## src/rtl/bfly4_out_serializer_pkg.sv

```systemverilog
`default_nettype none
// ============================================================================
//  Module      : bfly4_out_serializer_pkg
//  Description : Shared FFT definitions: default sample width, radix-4 frame
//                length and the complex-sample record.
//  Revision    : 1.0 - initial release
// ============================================================================
package bfly4_out_serializer_pkg;

    // Width of each real / imaginary component (signed two's complement)
    localparam int WIDTH     = 32;

    // Samples per radix-4 butterfly frame
    localparam int FRAME_LEN = 4;

    // Number of frame slots in the ping-pong buffer
    localparam int NUM_SLOTS = 2;

    // One complex sample
    typedef struct packed {
        logic signed [WIDTH-1:0] re;
        logic signed [WIDTH-1:0] im;
    } cplx_t;

endpackage
`default_nettype wire

```

## src/rtl/bfly4_out_serializer.sv

```systemverilog
`default_nettype none
// ============================================================================
//  Module      : bfly4_out_serializer
//  Description : Captures complete radix-4 butterfly frames (four complex
//                samples delivered in parallel) into a two-slot ping-pong
//                buffer and streams them out one sample per cycle, in order
//                in0..in3, over a valid/ready handshake. Frames offered while
//                both slots are occupied are dropped and latch a sticky
//                overflow flag.
//  Revision    : 1.0 - initial release
// ============================================================================
module bfly4_out_serializer #(
    parameter int WIDTH = bfly4_out_serializer_pkg::WIDTH
) (
    input  logic                    clock,
    input  logic                    resetn,

    // Butterfly side: one whole frame per handshake
    input  logic                    in_valid,
    input  logic signed [WIDTH-1:0] in0r,
    input  logic signed [WIDTH-1:0] in0i,
    input  logic signed [WIDTH-1:0] in1r,
    input  logic signed [WIDTH-1:0] in1i,
    input  logic signed [WIDTH-1:0] in2r,
    input  logic signed [WIDTH-1:0] in2i,
    input  logic signed [WIDTH-1:0] in3r,
    input  logic signed [WIDTH-1:0] in3i,
    output logic                    in_ready,

    // SDF side: one sample per handshake
    output logic                    out_valid,
    input  logic                    out_ready,
    output logic signed [WIDTH-1:0] out_r,
    output logic signed [WIDTH-1:0] out_i,
    output logic [1:0]              out_idx,
    output logic                    out_last,

    // Sticky: a frame has been dropped since reset
    output logic                    overflow
);

    import bfly4_out_serializer_pkg::*;

    localparam logic [1:0] c_last_idx = 2'(FRAME_LEN - 1);
    localparam logic [1:0] c_full_cnt = 2'(NUM_SLOTS);

    // ------------------------------------------------------------------------
    // Storage and control state
    // ------------------------------------------------------------------------
    // Frame storage is never reset: a slot is only ever read after it has
    // been written, and the output mux forces zero while nothing is valid.
    logic signed [WIDTH-1:0] r_buf_re [NUM_SLOTS][FRAME_LEN];
    logic signed [WIDTH-1:0] r_buf_im [NUM_SLOTS][FRAME_LEN];

    logic       r_wr_ptr;
    logic       r_rd_ptr;
    logic [1:0] r_count;
    logic [1:0] r_idx;
    logic       r_overflow;

    logic signed [WIDTH-1:0] w_in_re [FRAME_LEN];
    logic signed [WIDTH-1:0] w_in_im [FRAME_LEN];

    logic w_in_ready;
    logic w_out_valid;
    logic w_accept;
    logic w_drop;
    logic w_xfer;
    logic w_xfer_last;

    // ------------------------------------------------------------------------
    // Handshake decode
    // ------------------------------------------------------------------------
    // in_ready looks only at the registered count so that a full buffer never
    // becomes ready through a same-cycle pop; this keeps in_ready free of any
    // combinational path from out_ready.
    assign w_in_ready  = (r_count < c_full_cnt);
    assign w_out_valid = (r_count != 2'd0);
    assign w_accept    = in_valid &  w_in_ready;
    assign w_drop      = in_valid & ~w_in_ready;
    assign w_xfer      = w_out_valid & out_ready;
    assign w_xfer_last = w_xfer & (r_idx == c_last_idx);

    // Gather the parallel butterfly outputs into sample order in0..in3
    always_comb begin
        w_in_re[0] = in0r;
        w_in_im[0] = in0i;
        w_in_re[1] = in1r;
        w_in_im[1] = in1i;
        w_in_re[2] = in2r;
        w_in_im[2] = in2i;
        w_in_re[3] = in3r;
        w_in_im[3] = in3i;
    end

    // Write an accepted frame into the slot selected by the write pointer
    always_ff @(posedge clock) begin
        if (w_accept) begin
            for (int k = 0; k < FRAME_LEN; k++) begin
                r_buf_re[r_wr_ptr][k] <= w_in_re[k];
                r_buf_im[r_wr_ptr][k] <= w_in_im[k];
            end
        end
    end

    // Pointer, occupancy, sample index and overflow bookkeeping
    always_ff @(posedge clock or negedge resetn) begin
        if (!resetn) begin
            r_wr_ptr   <= 1'b0;
            r_rd_ptr   <= 1'b0;
            r_count    <= 2'd0;
            r_idx      <= 2'd0;
            r_overflow <= 1'b0;
        end else begin
            if (w_accept) begin
                r_wr_ptr <= ~r_wr_ptr;
            end

            if (w_xfer_last) begin
                r_rd_ptr <= ~r_rd_ptr;
            end

            // Accept and frame retirement in the same cycle cancel out
            case ({w_accept, w_xfer_last})
                2'b10:   r_count <= r_count + 2'd1;
                2'b01:   r_count <= r_count - 2'd1;
                default: r_count <= r_count;
            endcase

            // Index walks 0..3 and wraps back to 0 as the frame retires
            if (w_xfer) begin
                r_idx <= (r_idx == c_last_idx) ? 2'd0 : r_idx + 2'd1;
            end

            if (w_drop) begin
                r_overflow <= 1'b1;
            end
        end
    end

    // Present the current sample of the oldest frame; zero when empty
    always_comb begin
        out_r = '0;
        out_i = '0;
        if (w_out_valid) begin
            out_r = r_buf_re[r_rd_ptr][r_idx];
            out_i = r_buf_im[r_rd_ptr][r_idx];
        end
    end

    assign in_ready  = w_in_ready;
    assign out_valid = w_out_valid;
    assign out_idx   = r_idx;
    assign out_last  = (r_idx == c_last_idx);
    assign overflow  = r_overflow;

endmodule
`default_nettype wire

```

## config.mk

```make
export PLATFORM = sky130hd
export DESIGN_NAME = bfly4_out_serializer
export DESIGN_NICKNAME = d
export VERILOG_FILES = /design/src/rtl/bfly4_out_serializer_pkg.sv /design/src/rtl/bfly4_out_serializer.sv
export SDC_FILE = /design/constraint.sdc
export NUM_CORES = 1
export LEC_CHECK = 0
export CORE_UTILIZATION = 30
export DETAILED_ROUTE_END_ITERATION = 12
export REMOVE_ABC_BUFFERS = 1
export SLEW_MARGIN = 20
export SYNTH_ARGS = -nofsm -noshare
export SYNTH_HDL_FRONTEND = slang
export SYNTH_SLANG_ARGS = --single-unit
export TNS_END_PERCENT = 30
```

## constraint.sdc

```tcl
create_clock -name clock -period 17.09 [get_ports clock]
set_input_delay 3.418 -clock clock [delete_from_list [all_inputs] [get_ports clock]]
set_output_delay 3.418 -clock clock [all_outputs]
set_load 0.01 [all_outputs]
```

==> results of run 1 <==
==> metal layers <==
metal,track usage [%],vias up,wire length [um]
met5,0,-,79
met4,4.04,12,1100
met3,3.39,89,3080
met2,23.4,313,24000
met1,17.9,5584,20800
li1,-,5169,-
==> cell families (layout without fill, tap and decap cells) <==
group / count (synthesis) / in the layout / share of synthesized area, %
multiplexers: 194 / 194 / 10.8
AO/OA/AOI/OAI: 193 / 193 / 5.97
AND/OR/NAND/NOR: 140 / 140 / 3.86
XOR/XNOR: 5 / 5 / 0.216
other: 0 / 3 / 0
flip-flops: 519 / 519 / 76.8
adder cells (fa/ha/maj): 2 / 2 / 0.124
buffers and inverters: 71 / 450 / 2.26
==> where the power goes <==
group	internal, uW	leakage, uW	switching, uW
Clock	694	0.000866	493
Sequential	1660	0.00477	59.8
Combinational	709	0.00268	854
==> critical path, stage by stage, from the launching register on <==
cell	delay, ns
dfrtp_4	0.63
buf_6	0.58
buf_4	0.83
mux2_2	0.31
o22ai_1	0.08
nor3_1	0.39
clkdlybuf4s50_1	0.63
==> synth_stat cells (all sizes together) (3+ instances only) <==
library cell	count	area (sq um)
a211oi	64	480
nor2	3	11.3
mux2	194	2180
nor2b	64	400
nor3	64	320
o21ai	64	320
nand2	3	11.3
clkbuf	24	92.6
buf	46	360
xnor2	4	35.0
dfrtp	7	175
edfxtp	512	15400
o22ai	64	400
==> per-stage QoR <==
stage / cells / hold slack, ns / utilization (%) / worst slack [ns]
after floorplan: 1054 / 0.461 / - / 2.09
after global placement: 2263 / 0.440 / 36.7 / 9.28
after global routing: 2368 / 0.486 / 39.5 / 9.14
after detailed placement: 2263 / 0.448 / 36.7 / 9.18
after CTS: 2366 / 0.461 / 39.5 / 8.48
final: 2370 / 0.455 / 39.5 / 9.45
==> area by class of cell <==
| class | instances | area share, % |
|---|---|---|
| clock inverter | 29 | 1.02 |
| clock buffer | 74 | 5.88 |
| sequential | 519 | 59.4 |
| timing repair buffer | 346 | 13.2 |
| inverter | 1 | 0.0143 |
| antenna | 3 | 0.0287 |
| tap | 864 | 4.13 |
| multi-input combinational | 534 | 16.3 |
==> cell usage in the layout (no fill, tap or decap), drive strengths merged <==
cell type and instances:
edfxtp 512, clkdlybuf4s50 329, mux2 194, clkbuf 74, nor2b 64, a211oi 64
o22ai 64, o21ai 64, nor3 64, buf 17, clkinv 14, dfrtp 7
clkinvlp 6, inv 6, xnor2 4, bufinv 4, diode 3, nand2 3
nor2 3, ha 2, or2 2, nand2b 2, and3 2, xor2 1
a21o 1
==> worst max path at each step <==
| stage | start | end | slack [ns] | cells past startpoint |
|---|---|---|---|---|
| floorplan | in_valid | r_buf_im[0][0]$_DFFE_PP_ | 2.09 | 2 |
| global placement | r_rd_ptr$_DFFE_PN0P_ | out_r[15] | 9.28 | 6 |
| detailed placement | r_rd_ptr$_DFFE_PN0P_ | out_r[15] | 9.18 | 6 |
| CTS | r_rd_ptr$_DFFE_PN0P_ | out_r[15] | 8.48 | 6 |
| global route | r_rd_ptr$_DFFE_PN0P_ | out_r[15] | 9.14 | 6 |
| finish | r_rd_ptr$_DFFE_PN0P_ | out_r[15] | 9.45 | 6 |
==> state kept, by name, indices dropped and copies added (netlist names) <==
signal / cells
out_idx: 2
overflow: 1
r_buf_im: 256
r_buf_re: 256
r_count: 2
r_rd_ptr: 1
r_wr_ptr: 1
==> metrics.md, run 1 <==
| Metric | Value |
|---|---|
| Vias/cell | `4.71` |
| Tot Pwr | `4470 uW` |
| Final period utilization | `44.7%` |
| GPL Wtd Cong | `0.733` |
| Worst Clk Skew | `0.0122 ns` |
| CTS Root Buffer Type | `clkbuf_16` |
| Path category of the worst min-delay check | `reg -> reg` |
| CTS sink cnt | `519` |
| Register area | `0.0156 sq mm` |
| Unrepaired setup endpoints after global routing | `no` |
| Row count | `94` |
| Max-cap violations | `0` |
| Post-synth cell types | `24` |
| Wire length per cell | `20.7 um` |
| Flop2flop setup slack | `13.51 ns` |
| Actual slew at the worst max-slew pin | `1.03 ns` |
| Status | `finished clean` |
| Largest net degree at the start of global routing | `87` |
| CTS tree | `yes` |
| CP required | `13.67 ns` |
| Maximum root-to-sink buffer count | `3` |
| TritonCTS Buffers | `56` |
| Nets | `1720` |
| Multi-input logic area | `0.00428 sq mm` |
| Arrival time worst endpoint | `4.23 ns` |
| Mapped Area | `0.0202 sq mm` |
| Share of cells above drive strength 1 | `20.0%` |
| Aggregate routed wire length | `49000 um` |
| Post-synth EDFFs | `512` |
| Synthesized instance count | `1124` |
| DRC Markers | `0` |
| Hold_sp | `overflow$_DFFE_PN0P_` |
| Highest clock rate | `131 MHz` |
| Worst-path clk slew | `0.06 ns` |
| Total GRT Usage | `14.0%` |
| Pwr dens | `171 mW/mm^2` |
| Setup Buffers After CTS | `0` |
| CP Capture Type | `output port` |
| Die Wd | `262 um` |
| Crit path launch type | `flip-flop` |
| Slew headroom | `31.5%` |
| Router iterations before antenna repair | `5` |
| IO buf count | `329` |
| Max Slew Vio Count | `0` |
| Core Box Area | `0.0662 sq mm` |
| Die height | `262 um` |
| Crit path kind | `reg -> out` |
| H-Tree Level Count | `2` |
| DR iter-0 viols | `613` |
| Gr ovfl total | `0` |
| VDD IR-drop max | `0.0918 mV` |
| Main flop type after synthesis | `edfxtp_1` |
| Design area | `0.0262 sq mm` |
| Hold depth | `1` |
| Setup Total Neg Slack | `0 ns` |
| R2r worst-path depth | `4` |
| Fillers | `6028` |
| Clock latency on the worst-skew pair | `0.60 ns` |
| Post-CTS Hold Buffers | `0` |
| Syn Area/Cell | `18.0 sq um` |
| Largest fanout on the critical path | `86` |
| Pleak | `0.00832 uW` |
| Hold endpoint | `overflow$_DFFE_PN0P_` |
| Vias in the first global route | `11.8k` |
| Synth warn | `0` |
| Placed Area | `0.0243 sq mm` |
| Starting density of the core | `30.6%` |
| Tmin final | `7.64 ns` |
| Async set-reset flop share out of synthesis | `1.35%` |
| Area Overhead vs Synth | `29.3%` |
| Critical R2R Capture | `r_buf_re[1][47]$_DFFE_PP_` |
| First-pass GRT wire length | `71400 um` |
| Reg-to-Reg Start | `r_count[1]$_DFFE_PN0P_` |
| Seq/Total Area, Yosys | `76.8%` |
| Synth Register Bits | `519` |
| # IOs | `330` |
| Final Hold Fails | `0` |
| Antenna violations before repair | `8` |
| Die ar. | `0.0685 sq mm` |
| ANT nets after route | `0` |
| Routed via count | `11.2k` |
| Final setup fails | `0` |
| DP HPWL | `28900 um` |
| Post-CTS Resized | `0` |
Power figures use the tool's default switching activity.
==> inputs of run 2 (changes only) <==
Clock period 17.09 ns to 6.5 ns, I/O delays scaled along.
==> metrics.md, run 2 (synthesis gave the netlist of run 1 again) <==
| Metric | Value |
|---|---|
| Row count | `94 (unchanged)` |
| Tot Pwr | `11700 uW (was 4470 uW)` |
| Die height | `262 um (unchanged)` |
| CP delay by family, top | `buffers and inverters (unchanged)` |
| Post-CTS Resized | `0 (unchanged)` |
| Crit-path slowest cell | `nand2b_2 (was buf_4)` |
| CP required | `5.20 ns (was 13.67 ns)` |
| IO buf count | `329 (unchanged)` |
| Area Overhead vs Synth | `29.5% (was 29.3%)` |
| Post-CTS Hold Buffers | `0 (unchanged)` |
| Critical R2R Capture | `r_buf_re[1][117]$_DFFE_PP_ (was r_buf_re[1][47]$_DFFE_PP_)` |
| VDD IR-drop max | `0.305 mV (was 0.0918 mV)` |
| Dpl cells | `2268 (was 2263)` |
| Path category of the worst min-delay check | `reg -> reg (unchanged)` |
| H-Tree Level Count | `2 (unchanged)` |
| Vias in the first global route | `11.6k (was 11.8k)` |
| Wire length per cell | `20.4 um (was 20.7 um)` |
| Tmin final | `4.84 ns` |
| Status | `finished clean (unchanged)` |
| Maximum root-to-sink buffer count | `3 (unchanged)` |
| Final period utilization | `74.5%` |
| DP HPWL | `29200 um (was 28900 um)` |
| Max Slew Vio Count | `0 (unchanged)` |
| Worst path cell trace | `nand2b_2 > buf_4 > o21ai_0 > nor3_1 > clkdlybuf4s50_1 (was buf_6 > buf_4 > mux2_2 > o22ai_1 > nor3_1 > clkdlybuf4s50_1)` |
| ANT nets after route | `0 (unchanged)` |
| Hold depth | `1 (unchanged)` |
| Largest registers | `r_buf_im (256), r_buf_re (256) (unchanged)` |
| Seq pwr share | `39.1% (was 38.5%)` |
| Antenna violations before repair | `13 (was 8)` |
| Gr ovfl total | `0 (unchanged)` |
| Die Wd | `262 um (unchanged)` |
| Pint | `8010 uW (was 3060 uW)` |
| Most common library cell in the layout ignoring fill and taps | `edfxtp_1 (unchanged)` |
| Crit path launch | `out_idx[1]$_DFFE_PN0P_ (was r_rd_ptr$_DFFE_PN0P_)` |
| Unrepaired setup endpoints after global routing | `no (unchanged)` |
| Reg-to-Reg Start | `r_count[1]$_DFFE_PN0P_ (unchanged)` |
| Crit path kind | `reg -> out (unchanged)` |
| Largest fanout on the critical path | `40 (was 86)` |
| Clock latency on the worst-skew pair | `0.60 ns (about the same)` |
| Sw Ratio | `31.5% (about the same)` |
| CTS sink cnt | `519 (unchanged)` |
| TritonCTS Buffers | `55 (was 56)` |
| Setup Buffers After CTS | `0 (unchanged)` |
| Nets | `1723 (was 1720)` |
| Largest net degree at the start of global routing | `116 (was 87)` |
| Worst Clk Skew | `0.0205 ns (was 0.0122 ns)` |
| CP peak stage delay | `0.63 ns (was 0.83 ns)` |
| P_sw | `3690 uW (was 1410 uW)` |
| Most frequent cells in the layout | `512 x edfxtp_1, 329 x clkdlybuf4s50_1, 194 x mux2_2 (unchanged)` |
| WP buf/inv | `2 (was 3)` |
| Starting density of the core | `30.6% (unchanged)` |
| Aggregate routed wire length | `48500 um (was 49000 um)` |
| DRC Markers | `0 (unchanged)` |
| First-pass GRT wire length | `70300 um (was 71400 um)` |
| Clock Power Share | `25.8% (was 26.5%)` |
| CP Capture Type | `output port (unchanged)` |
| Core Box Area | `0.0662 sq mm (unchanged)` |
| # IOs | `330 (unchanged)` |
| Hold endpoint | `overflow$_DFFE_PN0P_ (unchanged)` |
| Die ar. | `0.0685 sq mm (unchanged)` |
| CTS tree | `yes (unchanged)` |
| Worst-path clk slew | `0.06 ns (about the same)` |
| Final setup fails | `0 (unchanged)` |
| Vias/cell | `4.69 (was 4.71)` |
| Hold_sp | `overflow$_DFFE_PN0P_ (unchanged)` |
| R2r worst-path depth | `3 (was 4)` |
| Final Hold Fails | `0 (unchanged)` |
| Logic gate share of total power | `35.0% (about the same)` |
| Fin cells | `2376 (was 2370)` |
| Crit path launch type | `flip-flop (unchanged)` |
| Total GRT Usage | `13.7% (was 14.0%)` |
| Highest clock rate | `207 MHz` |
| CTS Root Buffer Type | `clkbuf_16 (unchanged)` |
| Max-cap violations | `0 (unchanged)` |
| Routed via count | `11.2k (about the same)` |
| Actual slew at the worst max-slew pin | `0.966 ns (was 1.03 ns)` |
| Arrival time worst endpoint | `3.54 ns (was 4.23 ns)` |
| Share of cells above drive strength 1 | `20.2% (was 20.0%)` |
| DR iter-0 viols | `681 (was 613)` |
| Pleak | `0.00835 uW (was 0.00832 uW)` |
| GPL Wtd Cong | `0.743 (was 0.733)` |
| Router iterations before antenna repair | `5 (unchanged)` |
| Pwr dens | `446 mW/mm^2 (was 171 mW/mm^2)` |
| Slew headroom | `35.6% (was 31.5%)` |
| Flop2flop setup slack | `4.06 ns (was 13.51 ns)` |
## run 2: cell count changes in the layout (fill, tap and decap cells not counted), moves of 2 or more
| cell | change |
|---|---|
| buf_12 | +8 |
| buf_4 | -2 |
| clkbuf_1 | -3 |
| clkbuf_8 | -5 |
| clkinv_1 | +3 |
| clkinv_2 | +8 |
| clkinvlp_4 | -2 |
| diode_2 | +2 |
| inv_6 | -2 |
## run 2: worst max path at each step
stage | end | depth (start not counted)
after floorplan | r_buf_im[0][0]$_DFFE_PP_ | 2
after global placement | out_r[21] | 5
after detailed placement | out_r[21] | 5
after CTS | out_r[21] | 5
after global routing | out_r[21] | 5
final | out_r[21] | 5
## run 2: per-stage QoR
stage | cell area [sq um] | utilization, % | setup TNS (ns) | setup slack, ns | hold WS, ns
final | 26200 | 39.6 | 0 | 1.66 | 0.453
after global routing | 26200 | 39.6 | 0 | 1.41 | 0.471
after CTS | 26200 | 39.6 | 0 | 1.55 | 0.458
after detailed placement | 24500 | 36.9 | 0 | 2.21 | 0.445
after global placement | 24400 | 36.9 | 0 | 2.27 | 0.444
after floorplan | 19800 | - | -2116.56 | -6.38 | 0.461
## run 2: per-layer routing
metal / up-vias / wire length [um] / track usage (%)
li1: 5174 / - / -
met1: 5622 / 20700 / 17.4
met2: 278 / 24000 / 22.5
met3: 69 / 2920 / 3.91
met4: 12 / 784 / 4.07
met5: - / 69 / 0
## run 2: layout make-up
| cell class | count | area (sq um) |
|---|---|---|
| multi-input combinational | 534 | 4280 |
| antenna | 5 | 12.5 |
| sequential | 519 | 15600 |
| tap | 864 | 1080 |
| fill | 6047 | 40000 |
| timing repair buffer | 350 | 3550 |
| clock buffer | 66 | 1460 |
| inverter | 1 | 3.75 |
| clock inverter | 37 | 285 |
## run 2: worst reg2reg max path, stage by stage, from the launching register on
cell and delay (ns):
dfrtp_1 0.40, inv_1 0.15, and3_4 0.81, buf_12 0.51
## run 2: power groups by stage
stage / clock network (uW) / logic, uW / registers (uW)
5_1_grt: 3260 / 4410 / 4630
6_report: 3020 / 4100 / 4570
4_1_cts: 3120 / 4180 / 4580
3_5_place_dp: 0 / 4160 / 4650
3_3_place_gp: 0 / 4100 / 4620
2_1_floorplan: 0 / 2290 / 4980
==> inputs of run 3 (changes only) <==
Clock period 6.5 ns to 4.5 ns, I/O delays scaled along.
==> metrics.md, run 3 (synthesis gave the netlist of run 1 again) <==
| Metric | Value |
|---|---|
| First-pass GRT wire length | `73200 um (was 70300 um)` |
| Unrepaired setup endpoints after global routing | `no (unchanged)` |
| Die Wd | `262 um (unchanged)` |
| Slew headroom | `45.9% (was 35.6%)` |
| IO buf count | `329 (unchanged)` |
| Worst Clk Skew | `0.0182 ns (was 0.0205 ns)` |
| Most frequent cells in the layout | `512 x edfxtp_1, 329 x clkdlybuf4s50_1, 194 x mux2_2 (unchanged)` |
| CTS sink cnt | `519 (unchanged)` |
| Highest clock rate | `241 MHz` |
| CP required | `3.60 ns (was 5.20 ns)` |
| Maximum root-to-sink buffer count | `3 (unchanged)` |
| Vias in the first global route | `12.0k (was 11.6k)` |
| Max-cap violations | `0 (unchanged)` |
| CTS Root Buffer Type | `clkbuf_16 (unchanged)` |
| CP Capture Type | `output port (unchanged)` |
| Worst-path clk slew | `0.06 ns (about the same)` |
| Max Slew Vio Count | `0 (unchanged)` |
| # IOs | `330 (unchanged)` |
| Path category of the worst min-delay check | `reg -> reg (unchanged)` |
| TritonCTS Buffers | `56 (was 55)` |
| Final Hold Fails | `0 (unchanged)` |
| Final setup fails | `0 (unchanged)` |
| Core Box Area | `0.0662 sq mm (unchanged)` |
| GPL Wtd Cong | `0.775 (was 0.743)` |
| Antenna violations before repair | `9 (was 13)` |
| Routed via count | `11.3k (was 11.2k)` |
| Router iterations before antenna repair | `5 (unchanged)` |
| DRC Markers | `0 (unchanged)` |
| Status | `finished clean (unchanged)` |
| CTS tree | `yes (unchanged)` |
| Starting density of the core | `30.6% (unchanged)` |
| Area Overhead vs Synth | `31.5% (was 29.5%)` |
| Most common library cell in the layout ignoring fill and taps | `edfxtp_1 (unchanged)` |
| Die ar. | `0.0685 sq mm (unchanged)` |
| Crit path launch type | `flip-flop (unchanged)` |
| VDD IR-drop max | `0.295 mV (was 0.305 mV)` |
| Setup WS pre-CTS | `0.925 ns (was 2.21 ns)` |
| Largest net degree at the start of global routing | `79 (was 116)` |
| DP HPWL | `30800 um (was 29200 um)` |
| ANT nets after route | `0 (unchanged)` |
| Vias/cell | `4.73 (was 4.69)` |
| Worst hold slack | `0.457 ns (was 0.453 ns)` |
| Clock latency on the worst-skew pair | `0.59 ns (was 0.60 ns)` |
| Fillers | `5934 (was 6047)` |
| Nets | `1747 (was 1723)` |
| Share of cells above drive strength 1 | `21.4% (was 20.2%)` |
| Tmin final | `4.15 ns` |
| Row count | `94 (unchanged)` |
| Setup Buffers After CTS | `0 (unchanged)` |
| Largest registers | `r_buf_im (256), r_buf_re (256) (unchanged)` |
| Total GRT Usage | `14.3% (was 13.7%)` |
| Pleak | `0.00856 uW (was 0.00835 uW)` |
| Gr ovfl total | `0 (unchanged)` |
| Aggregate routed wire length | `49900 um (was 48500 um)` |
| Actual slew at the worst max-slew pin | `0.812 ns (was 0.966 ns)` |
| Final period utilization | `92.2%` |
| Tot Pwr | `17400 uW (was 11700 uW)` |
| Post-CTS Hold Buffers | `0 (unchanged)` |
| Arrival time worst endpoint | `3.25 ns (was 3.54 ns)` |
| H-Tree Level Count | `2 (unchanged)` |
| Largest fanout on the critical path | `33 (was 40)` |
| Post-CTS Resized | `0 (unchanged)` |
| DR iter-0 viols | `674 (was 681)` |
| Crit path kind | `reg -> out (unchanged)` |
| Pwr dens | `654 mW/mm^2 (was 446 mW/mm^2)` |
| Die height | `262 um (unchanged)` |
| Wire length per cell | `20.8 um (was 20.4 um)` |
| Setup ws final | `0.352 ns (was 1.66 ns)` |
## run 3: critical path, cell delays in order (launching register included)
cell and delay [ns]:
dfrtp_1 0.54, or2_4 0.63, buf_12 0.33, a211oi_1 0.09, nor3_1 0.44, clkdlybuf4s50_1 0.62
## run 3: area by class of cell
class / instances / area, sq um / area share [%]
timing repair buffer: 373 / 3820 / 14.4
antenna: 5 / 12.5 / 0.0470
sequential: 519 / 15600 / 58.4
clock buffer: 76 / 1530 / 5.73
inverter: 1 / 3.75 / 0.0141
tap: 864 / 1080 / 4.06
multi-input combinational: 534 / 4280 / 16.1
clock inverter: 25 / 357 / 1.34
## run 3: where the power goes
group	leakage, uW	internal [uW]	switching (uW)
Clock	0.000906	2830	1840
Sequential	0.00477	6290	280
Combinational	0.00288	2910	3260
Total	0.00856	12000	5390
## run 3: final timing paths
path / startpoint / end / slack [ns] / cells past startpoint
setup / recovery: out_idx[0]$_DFFE_PN0P_ / out_i[7] / 0.35 / 5
hold reg to reg: overflow$_DFFE_PN0P_ / overflow$_DFFE_PN0P_ / 0.46 / 1
setup reg to reg: r_count[1]$_DFFE_PN0P_ / r_buf_re[0][114]$_DFFE_PP_ / 2.31 / 5
min in group asynchronous: resetn / out_idx[1]$_DFFE_PN0P_ / 0.58 / 1
max in group asynchronous: resetn / r_rd_ptr$_DFFE_PN0P_ / 3.64 / 1
hold / removal: overflow$_DFFE_PN0P_ / overflow$_DFFE_PN0P_ / 0.46 / 1
## run 3: per-stage QoR
stage | instances | TNS, ns | instance area, sq um | util, %
floorplan | 1054 | -3040.16 | 19800 | -
global placement | 2291 | 0 | 24700 | 37.4
detailed placement | 2291 | 0 | 24700 | 37.4
CTS | 2392 | 0 | 26600 | 40.2
global route | 2395 | 0 | 26600 | 40.2
finish | 2397 | 0 | 26600 | 40.2
## run 3: per-layer routing
layer  vias up  global-route usage, %  wire, um
li1       5228                      -         -
met1      5706                   17.8     20600
met2       299                   23.7     24500
met3        83                   4.49      3620
met4        14                   4.38      1110
met5         -                      0        90
